## src/rtl/hl2link_tx.sv

```systemverilog
// ----------------------------------------------------------------------------
// hl2link_tx
//
// Transmit half of the hl2link board-to-board link. One 38-bit word plus a
// 2-bit type tag is taken over a valid/ready stream. It is sent on linktx as
// a framed sequence of 23 two-bit symbols, each held CLKS_PER_SYM clocks:
//
//   SOF0=11, SOF1=10, USER=tuser, D0..D18 (tdata MSB first), PAR
//
// PAR holds even parity per lane over USER and D0..D18. After every frame,
// including an aborted one, the line is held idle (00) for GAP_SYMS symbols.
//
// Parameters
//   CLKS_PER_SYM  clocks each symbol is held on linktx (>= 1)
//   GAP_SYMS      idle symbols forced after every frame (>= 0)
//
// Ports
//   clk          in   1   system clock, rising edge
//   rst          in   1   synchronous active-high reset
//   link_up      in   1   link established; frames only start while high
//   send_tvalid  in   1   word available
//   send_tdata   in  38   payload, sent MSB first
//   send_tuser   in   2   frame type, passed through unmodified
//   send_tready  out  1   word accepted on this edge if send_tvalid is high
//   send_tdone   out  1   one-cycle pulse in the last PAR cycle
//   linktx       out  2   registered symbol output to the pins
//   busy         out  1   high from accept until the end of the gap
//
// FSM states
//   state   | meaning
//   --------+-----------------------------------------------------------
//   IDLE    | line idle (00); ready when link_up is high
//   SOF0    | first start-of-frame symbol (11) on the line
//   SOF1    | second start-of-frame symbol (10) on the line
//   USER    | captured tuser on the line
//   DATA    | payload symbols D0..D18, r_idx selects which one
//   PAR     | per-lane parity symbol on the line
//   GAP     | forced idle (00) symbols, r_idx counts them
// ----------------------------------------------------------------------------
module hl2link_tx #(
    parameter int CLKS_PER_SYM = 4,
    parameter int GAP_SYMS     = 2
) (
    input  logic        clk,
    input  logic        rst,
    input  logic        link_up,
    input  logic        send_tvalid,
    input  logic [37:0] send_tdata,
    input  logic [1:0]  send_tuser,
    output logic        send_tready,
    output logic        send_tdone,
    output logic [1:0]  linktx,
    output logic        busy
);

    typedef enum logic [2:0] {
        ST_IDLE,
        ST_SOF0,
        ST_SOF1,
        ST_USER,
        ST_DATA,
        ST_PAR,
        ST_GAP
    } state_t;

    localparam int DW = (CLKS_PER_SYM > 1) ? $clog2(CLKS_PER_SYM) : 1;
    localparam int IW = (GAP_SYMS > 19) ? $clog2(GAP_SYMS) + 1 : 5;

    localparam logic [DW-1:0] DIV_LAST  = DW'(CLKS_PER_SYM - 1);
    localparam logic [DW-1:0] DIV_PEN   = DW'((CLKS_PER_SYM > 1) ? CLKS_PER_SYM - 2 : 0);
    localparam logic [IW-1:0] DATA_LAST = IW'(18);
    localparam logic [IW-1:0] GAP_LAST  = IW'((GAP_SYMS > 0) ? GAP_SYMS - 1 : 0);

    localparam bit ONE_CLK = (CLKS_PER_SYM == 1);
    localparam bit HAS_GAP = (GAP_SYMS > 0);

    localparam logic [1:0] SYM_IDLE = 2'b00;
    localparam logic [1:0] SYM_SOF0 = 2'b11;
    localparam logic [1:0] SYM_SOF1 = 2'b10;

    state_t        r_state;
    logic [DW-1:0] r_div;
    logic [IW-1:0] r_idx;
    logic [37:0]   r_data;
    logic [1:0]    r_user;
    logic [1:0]    r_par;
    logic [1:0]    r_linktx;
    logic          r_tdone;
    logic          r_busy;
    logic          r_armed;

    wire w_sym_end = (r_div == DIV_LAST);

    // Frame states that a falling link_up must abort.
    wire w_in_frame = (r_state == ST_SOF0) || (r_state == ST_SOF1) ||
                      (r_state == ST_USER) || (r_state == ST_DATA) ||
                      (r_state == ST_PAR);

    // r_armed keeps tready low for the first cycle after reset, so the
    // reset cycle itself shows all outputs at zero even with link_up high.
    wire w_ready  = (r_state == ST_IDLE) && link_up && r_armed;
    wire w_accept = send_tvalid && w_ready;

    always_ff @(posedge clk) begin
        if (rst) begin
            r_state  <= ST_IDLE;
            r_div    <= '0;
            r_idx    <= '0;
            r_data   <= '0;
            r_user   <= '0;
            r_par    <= '0;
            r_linktx <= SYM_IDLE;
            r_tdone  <= 1'b0;
            r_busy   <= 1'b0;
            r_armed  <= 1'b0;
        end else begin
            r_armed <= 1'b1;
            r_tdone <= 1'b0;
            r_div   <= w_sym_end ? '0 : r_div + DW'(1);

            if (w_in_frame && !link_up) begin
                // Abort: drop to idle symbols at once, still honour the gap.
                r_div    <= '0;
                r_idx    <= '0;
                r_linktx <= SYM_IDLE;
                if (HAS_GAP) begin
                    r_state <= ST_GAP;
                    r_busy  <= 1'b1;
                end else begin
                    r_state <= ST_IDLE;
                    r_busy  <= 1'b0;
                end
            end else begin
                case (r_state)
                    ST_IDLE: begin
                        r_div    <= '0;
                        r_linktx <= SYM_IDLE;
                        if (w_accept) begin
                            r_state  <= ST_SOF0;
                            r_data   <= send_tdata;
                            r_user   <= send_tuser;
                            // Parity seeds with USER; data lanes fold in as loaded.
                            r_par    <= send_tuser;
                            r_linktx <= SYM_SOF0;
                            r_busy   <= 1'b1;
                        end
                    end

                    ST_SOF0: begin
                        if (w_sym_end) begin
                            r_state  <= ST_SOF1;
                            r_linktx <= SYM_SOF1;
                        end
                    end

                    ST_SOF1: begin
                        if (w_sym_end) begin
                            r_state  <= ST_USER;
                            r_linktx <= r_user;
                        end
                    end

                    ST_USER: begin
                        if (w_sym_end) begin
                            r_state  <= ST_DATA;
                            r_idx    <= '0;
                            r_linktx <= r_data[37:36];
                            r_par    <= r_par ^ r_data[37:36];
                            r_data   <= {r_data[35:0], 2'b00};
                        end
                    end

                    ST_DATA: begin
                        if (w_sym_end) begin
                            if (r_idx == DATA_LAST) begin
                                // r_par already includes D18, folded in when it was loaded.
                                r_state  <= ST_PAR;
                                r_linktx <= r_par;
                                if (ONE_CLK) begin
                                    r_tdone <= 1'b1;
                                end
                            end else begin
                                r_idx    <= r_idx + IW'(1);
                                r_linktx <= r_data[37:36];
                                r_par    <= r_par ^ r_data[37:36];
                                r_data   <= {r_data[35:0], 2'b00};
                            end
                        end
                    end

                    ST_PAR: begin
                        // tdone is registered, so it is set one clock early to
                        // land on the last PAR cycle.
                        if (!ONE_CLK && (r_div == DIV_PEN)) begin
                            r_tdone <= 1'b1;
                        end
                        if (w_sym_end) begin
                            r_linktx <= SYM_IDLE;
                            r_idx    <= '0;
                            if (HAS_GAP) begin
                                r_state <= ST_GAP;
                            end else begin
                                r_state <= ST_IDLE;
                                r_busy  <= 1'b0;
                            end
                        end
                    end

                    ST_GAP: begin
                        r_linktx <= SYM_IDLE;
                        if (w_sym_end) begin
                            if (r_idx == GAP_LAST) begin
                                r_state <= ST_IDLE;
                                r_busy  <= 1'b0;
                            end else begin
                                r_idx <= r_idx + IW'(1);
                            end
                        end
                    end

                    default: begin
                        r_state  <= ST_IDLE;
                        r_linktx <= SYM_IDLE;
                        r_busy   <= 1'b0;
                    end
                endcase
            end
        end
    end

    assign send_tready = w_ready;
    assign send_tdone  = r_tdone;
    assign linktx      = r_linktx;
    assign busy        = r_busy;

endmodule

```

## config.mk

```make
export PLATFORM = sky130hd
export DESIGN_NAME = hl2link_tx
export DESIGN_NICKNAME = d
export VERILOG_FILES = /design/src/rtl/hl2link_tx.sv
export SDC_FILE = /design/constraint.sdc
export NUM_CORES = 1
export LEC_CHECK = 0
export BUFFER_PORTS_ARGS = -buffer_cell sky130_fd_sc_hd__buf_2
export CAP_MARGIN = 20
export CORE_ASPECT_RATIO = 0.5
export CORE_MARGIN = 2
export CORE_UTILIZATION = 58
export CTS_BUF_LIST = sky130_fd_sc_hd__clkbuf_16
export CTS_CLUSTER_DIAMETER = 80
export DETAILED_ROUTE_END_ITERATION = 16
export GPL_TIMING_DRIVEN = 0
export PLACE_DENSITY = 0.91
export SETUP_SLACK_MARGIN = 0.1
export SLEW_MARGIN = 10
export SYNTH_ARGS = -nofsm -noshare
export SYNTH_HDL_FRONTEND = slang
export SYNTH_SLANG_ARGS = --single-unit
```

## constraint.sdc

```tcl
create_clock -name clk -period 2.22 [get_ports clk]
set_input_delay 0.444 -clock clk [delete_from_list [all_inputs] [get_ports clk]]
set_output_delay 0.444 -clock clk [all_outputs]
set_load 0.01 [all_outputs]
```

Yosys cells after proc, flatten, opt, wreduce, memory -nomap -nowiden:

Index checks and enable logic that the tools add are counted.
Widths: inputs -> output; s select.

* input port bits: 44
* logic and storage cells: 114
* register bits after elaboration: 57
* output and inout bits: 5

* eq/ne operators: 32
* add/sub/neg operators: 2
* bitwise operators: 3
* mux-type cells: 42
* reductions and logical operators: 24

Operator list (count)
* $mux 38: 4
* $pmux 38 s3: 1
* $mux 3: 10
* $mux 5: 5
* $mux 2: 11
* $pmux 3 s7: 1
* $ne 2x2->1 const B: 10
* $ne 3x2->1 const B: 6
* $reduce_and 9->1: 2
* $pmux 5 s3: 1
* $pmux 2 s6: 1
* $reduce_and 6->1: 2
* $eq 3x3->1 const B: 3
* $eq 3x2->1 const B: 2
* $mux 1: 6
* $ne 2x1->1 const B: 3
* $ne 3x3->1 const B: 2
* $pmux 2 s3: 1
* $reduce_bool 3->1: 2
* $add 5x1->5 const B: 1
* $eq 5x1->1 const B: 1
* $eq 5x5->1 const B: 1
* $reduce_and 5->1: 1
* $reduce_or 5->1: 1
* 16 further kinds: 25

Logic depth before layout (Yosys ltp):

* word-level depth: 8
* mapped depth: 8

Worst setup path after synthesis:

OpenSTA, ideal clock, no wires.

* path kind: register to register
* from: reg r_idx[0]
* to: reg r_data[11]
* library setup time: 0.121 ns
* data required time: 2.099 ns
* arrival: 1.724 ns
* path buffers: 2
* stages on the path, launching flop included: 9
* clock period less this slack: 1.845 ns
* setup slack: 0.375 ns
* path through: dfxtp_1 inv_1 ha_1 nand4bb_1 a31oi_2 a21o_1 buf_6 buf_6 mux2_4

* cells in the longest elaborated chain, start to end: 3

Ends and longest elaborated chain
* start: declaration: line 83 `logic [IW-1:0] r_idx;`
* start signal: assignment: line 183 `r_idx <= r_idx + IW'(1);`
* start signal: assignment: line 216 `r_idx <= r_idx + IW'(1);`
* $eq 5x5->1: line 175 `if (r_idx == DATA_LAST) begin`
* $ne 2x2->1 (no source line)
* $reduce_and 6->1 (no source line)
* end signal: assignment: line 140 `r_data <= send_tdata;`
* end signal: assignment: line 169 `r_data <= {r_data[35:0], 2'b00};`
* end signal: assignment: line 186 `r_data <= {r_data[35:0], 2'b00};`
* end: declaration: line 84 `logic [37:0] r_data;`

Every way passes these cells.
A chain may end at the register's enable or synchronous reset.

Final worst setup path:

* from: reg r_state[2]
* to: reg r_par[0]

* cells in the longest elaborated chain, start to end: 8
* elaborated cells between the ends (all ways): 22

Ends and longest elaborated chain
* start: declaration: line 81 `state_t r_state;`
* start signal: assignment: line 106 `r_state <= ST_IDLE;`
* start signal: assignment: line 127 `r_state <= ST_GAP;`
* start signal: assignment: line 130 `r_state <= ST_IDLE;`
* $eq 3x1->1 / $eq 3x2->1 (equally long branches): line 95 `wire w_in_frame = (r_state == ST_SOF0) || (r_state == ST_SOF1) ||`
* $logic_or 1x1->1 (2 in a row): line 95
* $logic_or 1x1->1 (2 in a row): line 96 `(r_state == ST_USER) || (r_state == ST_DATA) ||`
* $logic_and 1x1->1: line 121 `if (w_in_frame && !link_up) begin`
* $not 1->1 (no source line)
* $reduce_and 6->1 (no source line)
* end signal: assignment: line 143 `r_par <= send_tuser;`
* end signal: assignment: line 168 `r_par <= r_par ^ r_data[37:36];`
* end signal: assignment: line 185 `r_par <= r_par ^ r_data[37:36];`
* end: declaration: line 86 `logic [1:0] r_par;`

Parallel ways exist; a longest one is shown, timed or not.

==> results.sh <==
export IMPL_clk_latency_ps=330
export IMPL_setup_worst_path_end_class="flip-flop"
export IMPL_cp_data_arrival_time_ps=2210
export IMPL_syn_area_per_cell_um2=8.50
export IMPL_synth_main_ff_cell="dfxtp_1"
export IMPL_grt_overflow_total=0
export IMPL_cts_buffers=9
export IMPL_grt_pass1_vias=3048
export IMPL_crit_chain="buf_2 > nand3b_1 > buf_1 > a21oi_1 > a211oi_1 > o32ai_2"
export IMPL_critical_path_max_stage_delay_ps=430
export IMPL_synth_cell_types=53
export IMPL_yosysSeqAreaShare_pct=32.6
export IMPL_routedWlPerCell_um=15.6
export IMPL_synth_top_area_cell="dfxtp_1"
export IMPL_start_kind="flip-flop"
export IMPL_cts_htree_levels=3
export IMPL_period_minus_slack_ps=2020
export IMPL_netlist_instances=412
export IMPL_maxSlewViolCount=0
export IMPL_antenna_found_initial=0
export IMPL_peakVddDrop_uv=476
export IMPL_pin_count=49
export IMPL_rows=19
export IMPL_min_to="r_user[0]$_SDFFE_PP0P_"
export IMPL_fill_cells=420
export IMPL_period_share_pct=90.9
export IMPL_hold_viol_final=0
export IMPL_io_buffers=46
export IMPL_hp_start="send_tuser[0]"
export IMPL_synth_cell_area_mm2=0.00350
export IMPL_rr_endpoint="r_par[0]$_SDFFE_PP0P_"
export IMPL_gp_congestion=0.889
export IMPL_num_antenna_cells=0
export IMPL_vias=3294
export IMPL_holdPathStages=3
export IMPL_dp_final_hpwl_um=5730
export IMPL_maxSlewHeadroom_pct=54.0
export IMPL_postRouteWirelength_um=8550
export IMPL_drv_cap=0
export IMPL_ys_async_sr_fraction_pct=0
export IMPL_min_path_type="input port to flip-flop"
export IMPL_worst_path_stages=6
export IMPL_area_growth_pct=17.4
export IMPL_required_ps=2420
export IMPL_setup_violations=0
export IMPL_grt_usage_pct=27.1
export IMPL_critPathKind="flip-flop to flip-flop"
export IMPL_synth_fp_nets=461
export IMPL_cts_sinks=57
export IMPL_vias_per_cell=6.01
export IMPL_crit_buf_inv=2
export IMPL_clk_pin_slew_ps=50
export IMPL_yosys_warnings=0
export IMPL_path_max_fanout=10
export IMPL_die_h_um=59.0
export IMPL_drive_gt1_share_pct=24.8
export IMPL_drt_pass1_iter_count=4
export IMPL_leakage_nw=1.71
export IMPL_die_area_mm2=0.00672
export IMPL_status="complete, no violations"
export IMPL_max_freq_ghz=0.496
export IMPL_synth_area_leaders="dfxtp_1 (33%), mux2_4 (7.7%), a21oi_1 (7.1%)"
export IMPL_layout_nets=519
export IMPL_pwr_density_cell_mw_per_mm2=924
export IMPL_synth_seq_cells=57
export IMPL_synth_top_area_share_pct=32.6
export IMPL_cts_path_max_buffers=2
export IMPL_core_area_mm2=0.00566
export IMPL_synth_edf_count=0
export IMPL_fin_skew_ps=3.03
export IMPL_r2r_start="r_state[2]$_SDFFE_PP0P_"
export IMPL_final_instance_count_excl_fill=548
export IMPL_reg2reg_depth=6
export IMPL_fp_dieW_um=114
export IMPL_place_inst=531
export IMPL_critPathTopFamily="buffers and inverters"
export IMPL_critPathLaunch="r_state[2]$_SDFFE_PP0P_"
export IMPL_tritoncts="yes"
export IMPL_fin_util_pct=72.7
export IMPL_worstMarginPinSlew_ps=684
export IMPL_start_util_pct=61.9
export IMPL_ant_nets=0
export IMPL_drcViolationCount=0
export IMPL_grt_max_degree=11
export IMPL_cts_root_buf="clkbuf_16"
export IMPL_setup_tns_ps=0
export IMPL_first_iter_violations=233
export IMPL_grt_pass1_wl_um=14000
export IMPL_timing_critical_path_slowest_stage_cell="buf_1"
export IMPL_reg2reg_slack_ps=200
export IMPL_rsz0062_at_grt="true"
## how the worst max path moves through the flow
stage                              end  slack [ps]
2_1_floorplan  r_data[11]$_SDFFE_PP0P_         370
3_3_place_gp   r_data[27]$_SDFFE_PP0P_         140
3_5_place_dp   r_data[23]$_SDFFE_PP0P_         140
4_1_cts        r_data[18]$_SDFFE_PP0P_         120
5_1_grt          r_idx[2]$_SDFFE_PP0P_          90
6_report         r_par[0]$_SDFFE_PP0P_         200
## layer usage
layer,vias up,routed length [um],global-route usage (%)
met1,1575,3860,33.7
met2,104,4000,45.2
met3,16,519,7.31
met5,-,0,0
li1,1599,-,-
met4,0,162,12.5
## logic make-up (layout without fill, tap and decap cells)
group,Yosys count,after routing,share of synthesized area [%]
AOI/OAI and AO/OA,126,126,21.6
adders and majority gates,6,6,2.07
buffers and inverters,51,114,7.21
DFF,57,57,32.6
muxes,41,41,14.9
and+or+nand+nor,131,131,21.6
## cell usage in the layout (no fill, tap or decap), types with 3 or more instances in the layout
master and instances:
buf_1 3, clkbuf_1 21, clkbuf_16 9, a31oi_1 5, a21o_1 4, mux2_4 18
nor3b_1 3, inv_1 10, clkinv_1 7, buf_4 3, ha_1 5, nor2b_1 40
buf_2 53, nand3_1 46, a21oi_1 50, o211ai_1 7, buf_6 6, mux2_2 18
nand2_1 12, mux2i_1 5, o21ai_0 40, nor2_1 8, dfxtp_1 57
## flip-flops by register name, summed over array words and instances (netlist names)
name and count:
busy 1, linktx 2, r_div 2, r_data 38, r_armed 1, r_par 2, r_user 2, send_tdone 1
r_idx 5, r_state 3
## tightest hold or removal path, cell delays in order
cell	delay (ps)
buf_2	110
nand2_1	50
a21oi_1	50
## Yosys cell counts, drive strengths merged, types with 3 or more instances
master	instances
a21o	4
a21oi	50
a31oi	6
buf	18
clkbuf	22
dfxtp	57
ha	5
inv	10
mux2	36
mux2i	5
nand2	13
nand3	46
nor2	8
nor2b	40
nor3	3
nor3b	4
o211ai	7
o21ai	42
## power breakdown
part           internal, mW  switching [mW]
clock                 0.726           0.459
sequential             1.14          0.0703
combinational         0.562           0.846
## timing repair
item                       CTS  global route
hold buffers                 0             0
resized for setup            0             5
setup endpoints to repair    0            28
buffers inserted             0             1
## layout make-up
| cell class | count | area, um^2 | share of cell area [%] |
|---|---|---|---|
| repair buffers | 47 | 238 | 5.78 |
| clock buffers | 9 | 225 | 5.48 |
| plain buffers | 40 | 213 | 5.17 |
| multi-input cells | 304 | 2130 | 51.9 |
| flip-flops and latches | 57 | 1140 | 27.8 |
| well taps | 73 | 91.3 | 2.22 |
| clock inverters | 7 | 27.5 | 0.670 |
| inverters | 11 | 41.3 | 1.00 |
## per-stage QoR
step	hold WS, ps	instance area [um^2]	power, mW	setup slack [ps]
6_report	378	4110	3.80	203
5_1_grt	384	4110	4.02	93.6
4_1_cts	372	4080	3.79	118
3_5_place_dp	442	3820	2.59	135
3_3_place_gp	433	3820	2.56	142
2_1_floorplan	417	3500	2.26	375
(Power assumes the default switching activity.)
